<file path="config.mk">
export PLATFORM = sky130hd
export DESIGN_NAME = otfs_frame_scheduler_flat
export DESIGN_NICKNAME = d
export VERILOG_FILES = /design/src/rtl/otfs_frame_scheduler_if.sv /design/src/rtl/otfs_frame_scheduler.sv /design/src/flat_wrapper.sv
export SDC_FILE = /design/constraint.sdc
export NUM_CORES = 1
export LEC_CHECK = 0
export ABC_CLOCK_PERIOD_IN_PS = 2200
export BUFFER_PORTS_ARGS = -buffer_cell sky130_fd_sc_hd__buf_2
export CAP_MARGIN = 20
export CORE_UTILIZATION = 45
export DETAILED_ROUTE_END_ITERATION = 10
export GPL_ROUTABILITY_DRIVEN = 0
export PLACE_DENSITY = 0.73
export REMOVE_ABC_BUFFERS = 1
export SLEW_MARGIN = 0
export SYNTH_ARGS = -nofsm -noshare
export SYNTH_HDL_FRONTEND = slang
export SYNTH_SLANG_ARGS = --single-unit
</file>
<file path="constraint.sdc">
create_clock -name Clk -period 2.2 [get_ports Clk]
set_input_delay 0.11 -clock Clk [delete_from_list [all_inputs] [get_ports Clk]]
set_output_delay 0.11 -clock Clk [all_outputs]
set_load 0.1 [all_outputs]
</file>
<file path="src/rtl/otfs_frame_scheduler_if.sv">
// otfs_frame_scheduler_if: burst request, chain control and status bundle for the OTFS frame scheduler
interface otfs_frame_scheduler_if;
  logic ReqValid;
  logic ReqReady;
  logic [7:0] ReqFrames;
  logic [2:0] ReqModOrder;
  logic Abort;
  logic Start;
  logic [2:0] ModulationOrder;
  logic DemodValid;
  logic Busy;
  logic [7:0] FramesDone;
  logic Done;
  logic TimeoutErr;
  modport master (
    output ReqValid, ReqFrames, ReqModOrder, Abort, DemodValid,
    input ReqReady, Start, ModulationOrder, Busy, FramesDone, Done, TimeoutErr
  );
  modport slave (
    input ReqValid, ReqFrames, ReqModOrder, Abort, DemodValid,
    output ReqReady, Start, ModulationOrder, Busy, FramesDone, Done, TimeoutErr
  );
endinterface

</file>
<file path="src/rtl/otfs_frame_scheduler.sv">
// otfs_frame_scheduler: issues one Start per frame of a burst, counts demod beats, gaps frames, flags Done or watchdog timeout
module otfs_frame_scheduler #(
  parameter int N_SYMBOLS      = 64,
  parameter int TIMEOUT_CYCLES = 4096,
  parameter int GAP_CYCLES     = 16
) (
  input logic Clk,
  input logic SRst,
  otfs_frame_scheduler_if.slave bus
);
  localparam int SW = $clog2(N_SYMBOLS + 1);
  localparam int WW = $clog2(TIMEOUT_CYCLES + 1);
  localparam int GW = $clog2(GAP_CYCLES + 1);
  typedef enum logic [2:0] {IDLE, LAUNCH, WAIT_RX, GAP, DONE} state_t;
  state_t state_q, state_d;
  logic [SW-1:0] sym_q, sym_d;
  logic [WW-1:0] wdog_q, wdog_d;
  logic [GW-1:0] gap_q, gap_d;
  logic [7:0] target_q, target_d, frames_q, frames_d;
  logic [2:0] mod_q, mod_d;
  logic timeout_q, timeout_d, start_q, start_d, done_q, done_d, ready_q, ready_d, busy_q, busy_d;
  logic complete;
  always_comb begin
    state_d   = state_q;
    sym_d     = sym_q;
    wdog_d    = wdog_q;
    gap_d     = gap_q;
    target_d  = target_q;
    frames_d  = frames_q;
    mod_d     = mod_q;
    timeout_d = timeout_q;
    complete  = state_q == WAIT_RX && bus.DemodValid && sym_q == SW'(N_SYMBOLS - 1);
    if (bus.Abort && state_q != IDLE) state_d = IDLE;
    else case (state_q)
      IDLE: if (bus.ReqValid) begin
        target_d  = bus.ReqFrames;
        mod_d     = bus.ReqModOrder;
        frames_d  = '0;
        timeout_d = 1'b0;
        state_d   = bus.ReqFrames == 8'd0 ? DONE : LAUNCH;
      end
      LAUNCH: begin
        sym_d   = '0;
        wdog_d  = '0;
        state_d = WAIT_RX;
      end
      WAIT_RX: begin
        sym_d  = bus.DemodValid ? sym_q + SW'(1) : sym_q;
        wdog_d = wdog_q + WW'(1);
        if (complete) begin
          frames_d = frames_q + 8'd1;
          gap_d    = '0;
          state_d  = frames_q + 8'd1 == target_q ? DONE : GAP;
        end else if (wdog_q == WW'(TIMEOUT_CYCLES - 1)) begin
          timeout_d = 1'b1;
          state_d   = IDLE;
        end
      end
      GAP: begin
        gap_d   = gap_q + GW'(1);
        state_d = gap_q == GW'(GAP_CYCLES - 1) ? LAUNCH : GAP;
      end
      DONE: state_d = IDLE;
      default: state_d = IDLE;
    endcase
    start_d = state_q == LAUNCH && !bus.Abort;
    done_d  = state_q == DONE && !bus.Abort;
    ready_d = state_d == IDLE;
    busy_d  = state_d != IDLE;
  end
  always_ff @(posedge Clk) begin
    if (SRst) begin
      state_q   <= IDLE;
      sym_q     <= '0;
      wdog_q    <= '0;
      gap_q     <= '0;
      target_q  <= '0;
      frames_q  <= '0;
      mod_q     <= '0;
      timeout_q <= 1'b0;
      start_q   <= 1'b0;
      done_q    <= 1'b0;
      ready_q   <= 1'b1;
      busy_q    <= 1'b0;
    end else begin
      state_q   <= state_d;
      sym_q     <= sym_d;
      wdog_q    <= wdog_d;
      gap_q     <= gap_d;
      target_q  <= target_d;
      frames_q  <= frames_d;
      mod_q     <= mod_d;
      timeout_q <= timeout_d;
      start_q   <= start_d;
      done_q    <= done_d;
      ready_q   <= ready_d;
      busy_q    <= busy_d;
    end
  end
  assign bus.ReqReady        = ready_q;
  assign bus.Start           = start_q;
  assign bus.ModulationOrder = mod_q;
  assign bus.Busy            = busy_q;
  assign bus.FramesDone      = frames_q;
  assign bus.Done            = done_q;
  assign bus.TimeoutErr      = timeout_q;
endmodule

</file>
<file path="src/flat_wrapper.sv">
// flat-port wrapper written by rule: the top's interface ports become plain ports
module otfs_frame_scheduler_flat 
#(
  parameter int N_SYMBOLS      = 64,
  parameter int TIMEOUT_CYCLES = 4096,
  parameter int GAP_CYCLES     = 16
)
  (Clk, SRst, bus_ReqValid, bus_ReqFrames, bus_ReqModOrder, bus_Abort, bus_DemodValid, bus_ReqReady, bus_Start, bus_ModulationOrder, bus_Busy, bus_FramesDone, bus_Done, bus_TimeoutErr);
  otfs_frame_scheduler_if bus_i ();
  input logic Clk;
  input logic SRst;
  input wire logic [$bits(bus_i.ReqValid)-1:0] bus_ReqValid;
  input wire logic [$bits(bus_i.ReqFrames)-1:0] bus_ReqFrames;
  input wire logic [$bits(bus_i.ReqModOrder)-1:0] bus_ReqModOrder;
  input wire logic [$bits(bus_i.Abort)-1:0] bus_Abort;
  input wire logic [$bits(bus_i.DemodValid)-1:0] bus_DemodValid;
  output wire logic [$bits(bus_i.ReqReady)-1:0] bus_ReqReady;
  output wire logic [$bits(bus_i.Start)-1:0] bus_Start;
  output wire logic [$bits(bus_i.ModulationOrder)-1:0] bus_ModulationOrder;
  output wire logic [$bits(bus_i.Busy)-1:0] bus_Busy;
  output wire logic [$bits(bus_i.FramesDone)-1:0] bus_FramesDone;
  output wire logic [$bits(bus_i.Done)-1:0] bus_Done;
  output wire logic [$bits(bus_i.TimeoutErr)-1:0] bus_TimeoutErr;
  assign bus_i.ReqValid = bus_ReqValid;
  assign bus_i.ReqFrames = bus_ReqFrames;
  assign bus_i.ReqModOrder = bus_ReqModOrder;
  assign bus_i.Abort = bus_Abort;
  assign bus_i.DemodValid = bus_DemodValid;
  assign bus_ReqReady = bus_i.ReqReady;
  assign bus_Start = bus_i.Start;
  assign bus_ModulationOrder = bus_i.ModulationOrder;
  assign bus_Busy = bus_i.Busy;
  assign bus_FramesDone = bus_i.FramesDone;
  assign bus_Done = bus_i.Done;
  assign bus_TimeoutErr = bus_i.TimeoutErr;
  otfs_frame_scheduler #(.N_SYMBOLS(N_SYMBOLS), .TIMEOUT_CYCLES(TIMEOUT_CYCLES), .GAP_CYCLES(GAP_CYCLES)) u_core (.Clk(Clk), .SRst(SRst), .bus(bus_i));
endmodule
</file>
# After elaboration in Yosys (flattened, before gate mapping)
# Cells that the tools add are included.
# Widths: inputs -> output; s select.
[classes] n_mux=20 n_reduce_logical=20 eq_ne=13 n_addsub=4 n_bitwise=1
[op_table] cell="$pmux 13 s2" n=1
[op_table] cell="$mux 3" n=6
[op_table] cell="$mux 8" n=2
[op_table] cell="$pmux 8 s2" n=1
[op_table] cell="$pmux 7 s2" n=1
[op_table] cell="$add 13x1->13 const B" n=1
[op_table] cell="$eq 13x12->1 const B" n=1
[op_table] cell="$pmux 3 s4" n=1
[op_table] cell="$pmux 5 s2" n=1
[op_table] cell="$reduce_and 3->1" n=3
[op_table] cell="$add 8x1->8 const B" n=1
[op_table] cell="$eq 8x8->1" n=1
[op_table] cell="$logic_not 8->1" n=1
[op_table] cell="$ne 2x2->1 const B" n=4
[op_table] cell="$add 7x1->7 const B" n=1
[op_table] cell="$eq 7x6->1 const B" n=1
[op_table] cell="$mux 7" n=1
[op_table] cell="$eq 3x2->1 const B" n=2
[op_table] cell="$logic_not 3->1" n=2
[op_table] cell="$reduce_bool 2->1" n=3
[op_table] cell="$reduce_bool 3->1" n=2
[op_table] cell="$add 5x1->5 const B" n=1
[op_table] cell="$eq 5x4->1 const B" n=1
[op_table] cell="$logic_and 1x1->1" n=5
[op_table] cell="other kinds (12)" n=14
[word_totals] output_inout_bits=16 ff_bits=52 inputBits=16 word_cells=70

# Longest topological paths before layout
# Gate-level depths: netlist of run 1.
[logic_depth] depth_word=7 ltp_mapped=8 ltp_nobuf=6

# Least setup slack after synthesis of run 1
# Ideal clock, no wire load.
[synth_path] path_kind="register -> register" startpoint="register u_core.frames_q[1] (netlist: u_core.bus.FramesDone[1])" endpoint="register u_core.state_q[2]" synth_period_minus_slack_ns=2.385 stages_incl_launch_ff=7 slack_ns=-0.185 path_buffers=0 setup_ns=0.122 t_arrival_ns=2.263 path_cell_list="dfxtp_1 > ha_1 > nand3_1 > o211a_1 > a211oi_1 > a211o_1 > a21boi_0"
[synth_between] elab_chain_cells=6
[synth_lines] item="from (decl)" line="otfs_frame_scheduler.sv:19" rtl="logic [7:0] target_q, target_d, frames_q, frames_d;"
[synth_lines] item="from (signal assigned)" line="otfs_frame_scheduler.sv:91" rtl="frames_q <= frames_d;"
[synth_lines] item="$add 8x1->8" line="otfs_frame_scheduler.sv:53" rtl="state_d = frames_q + 8'd1 == target_q ? DONE : GAP;"
[synth_lines] item="$eq 8x8->1" line="otfs_frame_scheduler.sv:53"
[synth_lines] item="$mux 3" line="otfs_frame_scheduler.sv:53"
[synth_lines] item="$mux 3" line="otfs_frame_scheduler.sv:50" rtl="if (complete) begin"
[synth_lines] item="$pmux 3 s4" line="otfs_frame_scheduler.sv:34" rtl="else case (state_q)"
[synth_lines] item="$mux 3" line="otfs_frame_scheduler.sv:33" rtl="if (bus.Abort && state_q != IDLE) state_d = IDLE;"
[synth_lines] item="to (signal assigned)" line="otfs_frame_scheduler.sv:86" rtl="state_q <= state_d;"
[synth_lines] item="to (decl)" line="otfs_frame_scheduler.sv:15" rtl="state_t state_q, state_d;"
# Every way passes these cells.
# A chain may end at the register's enable or synchronous reset.

# Worst setup path in the final report of run 1
[layout_path] startpoint="register u_core.sym_q[0]" endpoint="register u_core.frames_q[7] (netlist: u_core.bus.FramesDone[7])"
[layout_between] elab_chain_cells=4
[layout_lines] item="from (decl)" line="otfs_frame_scheduler.sv:16" rtl="logic [SW-1:0] sym_q, sym_d;"
[layout_lines] item="from (signal assigned)" line="otfs_frame_scheduler.sv:87" rtl="sym_q <= sym_d;"
[layout_lines] item="$eq 7x6->1" line="otfs_frame_scheduler.sv:32" rtl="complete = state_q == WAIT_RX && bus.DemodValid && sym_q == SW'(N_SYMBOLS - 1);"
[layout_lines] item="$logic_and 1x1->1" line="otfs_frame_scheduler.sv:32"
[layout_lines] item="$ne 2x1->1 (no line)"
[layout_lines] item="$reduce_and 4->1 (no line)"
# Every way passes these cells.

==> results of run 1 <==
[routing by layer]
| layer | track usage [%] | vias up | wire (µm) |
|---|---|---|---|
| li1 | - | 1224 | - |
| met5 | 0 | - | 0 |
| met2 | 32.6 | 55 | 2520 |
| met1 | 25.2 | 1080 | 2760 |
| met4 | 7.64 | 0 | 97 |
| met3 | 3.68 | 9 | 220 |
[final cells by class]
class	count	area (µm²)	share of cell area [%]
multi-input cells	253	1530	50.5
flip-flops and latches	52	1040	34.4
repair buffers	43	245	8.10
clock buffers	7	96.3	3.18
well taps	72	90.1	2.98
inverters	7	26.3	0.868
[how the worst min path moves through the flow]
stage	from	endpoint	slack, ns	cells after the start
after floorplan	SRst	u_core.bus.FramesDone[2]$_SDFFE_PP0P_	0.18	1
after global placement	bus_ReqModOrder[0]	u_core.bus.ModulationOrder[0]$_SDFFE_PP0P_	0.35	3
after detailed placement	bus_ReqModOrder[1]	u_core.bus.ModulationOrder[1]$_SDFFE_PP0P_	0.36	3
after CTS	bus_ReqModOrder[1]	u_core.bus.ModulationOrder[1]$_SDFFE_PP0P_	0.03	3
after global routing	bus_ReqModOrder[2]	u_core.bus.ModulationOrder[2]$_SDFFE_PP0P_	0.04	3
final	bus_ReqModOrder[2]	u_core.bus.ModulationOrder[2]$_SDFFE_PP0P_	0.04	3
[power by group through the flow]
stage | logic (mW) | clock network [mW] | registers [mW]
2_1_floorplan | 0.129 | 0 | 1.08
3_3_place_gp | 0.290 | 0 | 1.01
3_5_place_dp | 0.294 | 0 | 1.01
4_1_cts | 0.294 | 0.598 | 0.991
5_1_grt | 0.322 | 0.624 | 0.996
6_report | 0.294 | 0.572 | 0.991
[sequential cells by signal, summed over array words and instances, names as in the netlist]
register,count
u_core.sym_q,7
u_core.bus.FramesDone,8
u_core.state_q,3
u_core.bus.ReqReady,1
u_core.wdog_q,13
u_core.bus.Start,1
u_core.gap_q,5
u_core.target_q,8
u_core.bus.ModulationOrder,3
u_core.bus.Done,1
u_core.bus.TimeoutErr,1
u_core.bus.Busy,1
[worst max-delay path: stages, from the launching register on]
cell,delay (ns)
dfxtp_1,0.41
ha_1,0.21
and4_1,0.25
and3_2,0.30
o22ai_2,0.10
or4b_1,0.47
a21oi_1,0.15
[Yosys cell counts (2+ instances only)]
master     count  area [µm²]
nor4_1         4        25.0
nor4b_1        2        17.5
and3_1         7        43.8
o21bai_1       2        15.0
xor2_1        16         140
nor2b_1        2        12.5
a211o_1        2        17.5
nand4b_1       2        17.5
clkbuf_1      16        60.1
o31a_1         2        17.5
inv_1          7        26.3
a22oi_1        2        15.0
ha_1           5        62.6
a31oi_1        3        18.8
nand2b_1       7        43.8
a211oi_1       3        22.5
nand3b_1       3        22.5
mux2i_1        2        20.0
nand3_1       14        70.1
a21oi_1       33         165
nand4_1        6        37.5
nand2_1       35         131
xnor2_1       10        87.6
nor2_1        37         139
a21o_1         2        15.0
and4_1         5        43.8
o21ai_0       13        65.1
or3_1          4        25.0
nor3_1         9        45.0
dfxtp_1       52        1040
o2111ai_1      2        17.5
[through the flow]
stage | utilization, % | hold WS (ns)
after global placement | 52.2 | 0.351
after CTS | 53.9 | 0.0329
after detailed placement | 52.2 | 0.357
final | 54.0 | 0.0427
after global routing | 54.0 | 0.0354
after floorplan | - | 0.179
[cell families (layout without fill, tap and decap cells)]
kind of cell / count (synthesis) / in the layout
buffers and inverters: 27 / 57
multiplexers: 2 / 2
XOR/XNOR: 26 / 26
adder cells (fa/ha/maj): 5 / 5
AND/OR/NAND/NOR: 149 / 149
flip-flops: 52 / 52
AO/OA/AOI/OAI: 71 / 71
==> flow_metrics.env, run 1 <==
export IMPL_status="complete, no violations"
export IMPL_rows=27
export IMPL_dpl_cell_area_um2=2930
export IMPL_grt_max_degree=27
export IMPL_grt_use_total_pct=19.7
export IMPL_hold_viol=0
export IMPL_vias=2368
export IMPL_avgSynthCellArea_um2=8.08
export IMPL_avgRoutedWirePerCell_um=12.9
export IMPL_r2r_end="u_core.bus.FramesDone[7]$_SDFFE_PP0P_"
export IMPL_ys_types=54
export IMPL_maxSlewHeadroom_pct=67.5
export IMPL_worst_setup_path_start_kind="flop"
export IMPL_min_period_ns=1.94
export IMPL_fin_cells=434
export IMPL_swShare_pct=27.7
export IMPL_worstPathArrival_ns=2.18
export IMPL_dp_cells=427
export IMPL_cp_required_ns=2.44
export IMPL_postCtsSetupRepairBufs=0
export IMPL_synthesis_instances=332
export IMPL_synth_simple_gate_area_share_pct=29.3
export IMPL_cts_clk_slew_worst_paths_ns=0.09
export IMPL_power_density_nw_per_um2=614
export IMPL_max_freq_mhz=514
export IMPL_grt_ovfl_total=0
export IMPL_ys_ff_latch=52
export IMPL_design_area_um2=3030
export IMPL_final_common_cell="dfxtp_1"
export IMPL_clock_skew_final_ns=0.00577
export IMPL_p_leak_nw=1.18
export IMPL_num_nets_final=383
export IMPL_async_reset_ff_share_pct=0
export IMPL_core_area_um2=5610
export IMPL_rrSetupSlack_ns=0.26
export IMPL_final_cell_mix="dfxtp_1 (52), nor2_1 (37), nand2_1 (35)"
export IMPL_io_buffers=31
export IMPL_die_w_um=79.2
export IMPL_tightest_slew_ns=0.492
export IMPL_dp_slack_ns=0.178
export IMPL_first_pass_iters=4
export IMPL_hpwlAfterDp_um=4170
export IMPL_ctsResizeCount=0
export IMPL_die_area_um2=6270
export IMPL_setup_tns_ns=0
export IMPL_insertion_delay_ns=0.30
export IMPL_seq_area_frac_synth_pct=38.8
export IMPL_cap_violations=0
export IMPL_grt_first_pass_wirelength_um=9870
export IMPL_cp_endpoint="u_core.bus.FramesDone[7]$_SDFFE_PP0P_"
export IMPL_die_h_um=79.2
export IMPL_internal_power_mw=1.34
export IMPL_num_io_pins=32
export IMPL_clockBufferDepth=2
export IMPL_fin_crit_sh_pct=88.4
export IMPL_synth_xor_area_share_pct=8.49
export IMPL_ant_nets=0
export IMPL_drt_iter0_markers=189
export IMPL_cts_made_buffers=5
export IMPL_switchingPower_mw=0.514
export IMPL_finalPower_mw=1.86
export IMPL_final_setup_viol_count=0
export IMPL_p_seq_share_pct=53.4
export IMPL_cts_tree="yes"
export IMPL_path_class="reg2reg"
export IMPL_synth_edf_count=0
export IMPL_synth_mux_area_fraction_pct=0.747
export IMPL_cts_sinks=52
export IMPL_wirelength_um=5600
export IMPL_cp_end_kind="flop"
export IMPL_rr_startpoint="u_core.sym_q[0]$_SDFFE_PP0P_"
export IMPL_hp_class="in2reg"
export IMPL_synth_ff_type="dfxtp_1"
export IMPL_ys_warn_count=0
export IMPL_antenna_cells=0
export IMPL_layout_setup_ws_ns=0.255
export IMPL_grt_pass1_vias=2241
export IMPL_start_util_pct=47.8
export IMPL_drive_gt1_share_pct=16.0
export IMPL_synth_compound_area_share_pct=16.1
export IMPL_cts_hold_buffers=0
export IMPL_antenna_found_initial=0
export IMPL_crit_start="u_core.sym_q[0]$_SDFFE_PP0P_"
export IMPL_slew_viol_final=0
export IMPL_synth_top_family_by_area="simple AND/OR/NAND/NOR gates"
export IMPL_cts_htree_levels=2
export IMPL_p_comb_share_pct=15.8
export IMPL_rsz0062_at_grt="no"
export IMPL_clockPowerShare_pct=30.8
export IMPL_ir_worst_vdd_uv=477
export IMPL_synth_adder_area_share_pct=2.33
export IMPL_layout_area_overhead_vs_synth_pct=12.9
export IMPL_fillers=575
export IMPL_crit_fanout=9
export IMPL_synthesis_area_um2=2680
export IMPL_routed_via_density=5.46
export IMPL_drc=0
export IMPL_clk_root_buffer_cell="clkbuf_8"
export IMPL_reg2reg_depth=6
Note: power is estimated with default switching activity, not from simulation.
==> run 2, diff against run 1 <==
--- a/config.mk
+++ b/config.mk
@@ -6,13 +6,12 @@
 export NUM_CORES = 1
 export LEC_CHECK = 0
 export ABC_CLOCK_PERIOD_IN_PS = 2200
-export BUFFER_PORTS_ARGS = -buffer_cell sky130_fd_sc_hd__buf_2
+export BUFFER_PORTS_ARGS = -buffer_cell sky130_fd_sc_hd__buf_4
 export CAP_MARGIN = 20
 export CORE_UTILIZATION = 45
 export DETAILED_ROUTE_END_ITERATION = 10
 export GPL_ROUTABILITY_DRIVEN = 0
 export PLACE_DENSITY = 0.73
-export REMOVE_ABC_BUFFERS = 1
 export SLEW_MARGIN = 0
 export SYNTH_ARGS = -nofsm -noshare
 export SYNTH_HDL_FRONTEND = slang
==> run 2 against run 1 <==
  * Register-to-register slack got worse by 0.05 ns
  * Clock power increased by 23%
  * Via count increased by 1.2%
  * Flip-flop and latch count unchanged
  * Design area increased by 2.7%
  * Cell count decreased by 0.69%
  * Sequential share of layout area decreased by 0.75 points
  * Clock skew decreased by 0.0024 ns
  * Critical path type unchanged
  * Critical endpoint is now u_core.gap_q[3]$_SDFFE_PP0P_
  * Largest cell class unchanged
==> flow_metrics.env, run 2 (synthesis results as in run 1) <==
export IMPL_syn_nets=353
export IMPL_num_nets_final=379
export IMPL_min_period_ns=2.00
export IMPL_grt_pass1_vias=2221
export IMPL_slew_viol_final=0
export IMPL_path_class="reg2reg"
export IMPL_regArea_um2=1050
export IMPL_wirelength_um=5680
export IMPL_hold_viol=0
export IMPL_whs_endpoint="u_core.bus.ModulationOrder[0]$_SDFFE_PP0P_"
export IMPL_final_cell_mix="dfxtp_1 (48), buf_4 (39), nor2_1 (37)"
export IMPL_grt_ovfl_total=0
export IMPL_crit_fanout=9
export IMPL_fin_cells=431
export IMPL_die_area_um2=6270
export IMPL_largest_reg_flops=13
export IMPL_insertion_delay_ns=0.30
export IMPL_largest_register="u_core.wdog_q"
export IMPL_crit_start="u_core.sym_q[0]$_SDFFE_PP0P_"
export IMPL_finalPower_mw=2.00
export IMPL_avgRoutedWirePerCell_um=13.2
export IMPL_cts_clk_slew_worst_paths_ns=0.09
export IMPL_hpwlAfterDp_um=4070
export IMPL_final_common_cell="dfxtp_1"
export IMPL_cts_made_buffers=5
export IMPL_final_setup_viol_count=0
export IMPL_num_io_pins=32
export IMPL_hp_class="in2reg"
export IMPL_start_util_pct=47.8
export IMPL_whs_path_depth=3
export IMPL_grt_use_total_pct=20.0
export IMPL_io_buffers=31
export IMPL_antenna_cells=0
export IMPL_ir_worst_vdd_uv=398
export IMPL_clock_skew_final_ns=0.00337
export IMPL_cp_required_ns=2.42
export IMPL_power_density_nw_per_um2=642
export IMPL_grt_first_pass_wirelength_um=10000
export IMPL_crit_path_cell_trace="ha_1 -> and4_1 -> and3_2 -> o21ai_1 -> or3_1 -> a211oi_1"
export IMPL_drt_iter0_markers=160
export IMPL_ant_nets=0
export IMPL_cap_violations=0
export IMPL_holdWs_ns=0.0555
export IMPL_cts_tree="yes"
export IMPL_clk_root_buffer_cell="clkbuf_8"
export IMPL_multi_input_area_um2=1530
export IMPL_rrSetupSlack_ns=0.20
export IMPL_rows=27
export IMPL_core_area_um2=5610
export IMPL_setup_tns_ns=0
export IMPL_rr_startpoint="u_core.sym_q[0]$_SDFFE_PP0P_"
export IMPL_first_pass_iters=4
export IMPL_vias=2396
export IMPL_reg2reg_depth=6
export IMPL_clockBufferDepth=2
export IMPL_grt_max_degree=34
export IMPL_critPathMaxStageDelay_ns=0.41
export IMPL_worstPathArrival_ns=2.22
export IMPL_worstHoldStart="bus_ReqModOrder[0]"
export IMPL_worst_setup_path_start_kind="flop"
export IMPL_fin_util_pct=55.4
export IMPL_r2r_end="u_core.gap_q[3]$_SDFFE_PP0P_"
export IMPL_rsz0062_at_grt="no"
export IMPL_fin_crit_sh_pct=90.8
export IMPL_die_h_um=79.2
export IMPL_cp_end_kind="flop"
export IMPL_drc=0
export IMPL_status="complete, no violations"
export IMPL_dp_cells=423
export IMPL_drive_gt1_share_pct=16.4
export IMPL_cts_sinks=52
export IMPL_fillers=566
export IMPL_die_w_um=79.2
export IMPL_max_freq_mhz=501
export IMPL_layout_area_overhead_vs_synth_pct=16.0
export IMPL_slowest_stage="dfxtp_1"
export IMPL_cts_htree_levels=2
export IMPL_antenna_found_initial=0
export IMPL_tightest_slew_ns=0.471
export IMPL_routed_via_density=5.56
export IMPL_p_leak_nw=1.19
export IMPL_cts_hold_buffers=0
export IMPL_maxSlewHeadroom_pct=68.4
==> run 2: changes by cell type in the layout (fill, tap and decap cells not counted), sizes merged <==
cell    change
buf         -4
bufinv      +1
==> run 2: what timing repair did <==
action                                  CTS  global route
endpoints found under the setup margin    0             3
gates resized for setup                   0             1
setup buffers                             0             0
==> run 2: where the power goes <==
part	internal, mW	switching (mW)
Sequential	0.967	0.0235
Combinational	0.105	0.200
Clock	0.401	0.300
Total	1.47	0.523
==> run 2: worst max-delay path: cells and delay by family (launching register included) <==
kind	cells	cell delay, ns
flops	1	0.41
fa+ha+maj	1	0.21
compound gates	2	0.36
simple gates	3	0.93
==> run 2: final cells by class <==
cell class / count / area share [%]
clock inverter: 1 / 0.966
multi-input combinational: 253 / 49.1
clock buffer: 7 / 3.10
inverter: 7 / 0.845
tap: 72 / 2.90
timing repair buffer: 39 / 9.42
sequential: 52 / 33.6
==> run 2: per-stage QoR <==
| stage | setup WS [ns] | instance area (µm²) |
|---|---|---|
| floorplan | 0.00392 | 2690 |
| global placement | 0.195 | 2980 |
| detailed placement | 0.117 | 2980 |
| CTS | 0.104 | 3110 |
| global route | 0.0110 | 3110 |
| finish | 0.202 | 3110 |
==> run 2: worst max-delay path by stage <==
stage | to | slack, ns | depth (start not counted)
finish | u_core.gap_q[3]$_SDFFE_PP0P_ | 0.20 | 6
global route | u_core.gap_q[3]$_SDFFE_PP0P_ | 0.01 | 6
CTS | u_core.gap_q[3]$_SDFFE_PP0P_ | 0.10 | 6
detailed placement | u_core.gap_q[3]$_SDFFE_PP0P_ | 0.12 | 6
global placement | u_core.gap_q[3]$_SDFFE_PP0P_ | 0.20 | 6
floorplan | u_core.state_q[2]$_SDFF_PP0_ | 0.004 | 6
==> run 2: metal layers <==
layer | up-vias | part of all wire (%) | GRT usage, %
met5 | - | 0 | 0
met4 | 0 | 0.70 | 5.45
met3 | 2 | 3.0 | 3.68
met2 | 44 | 45 | 32.5
met1 | 1128 | 51 | 26.9
li1 | 1222 | - | -
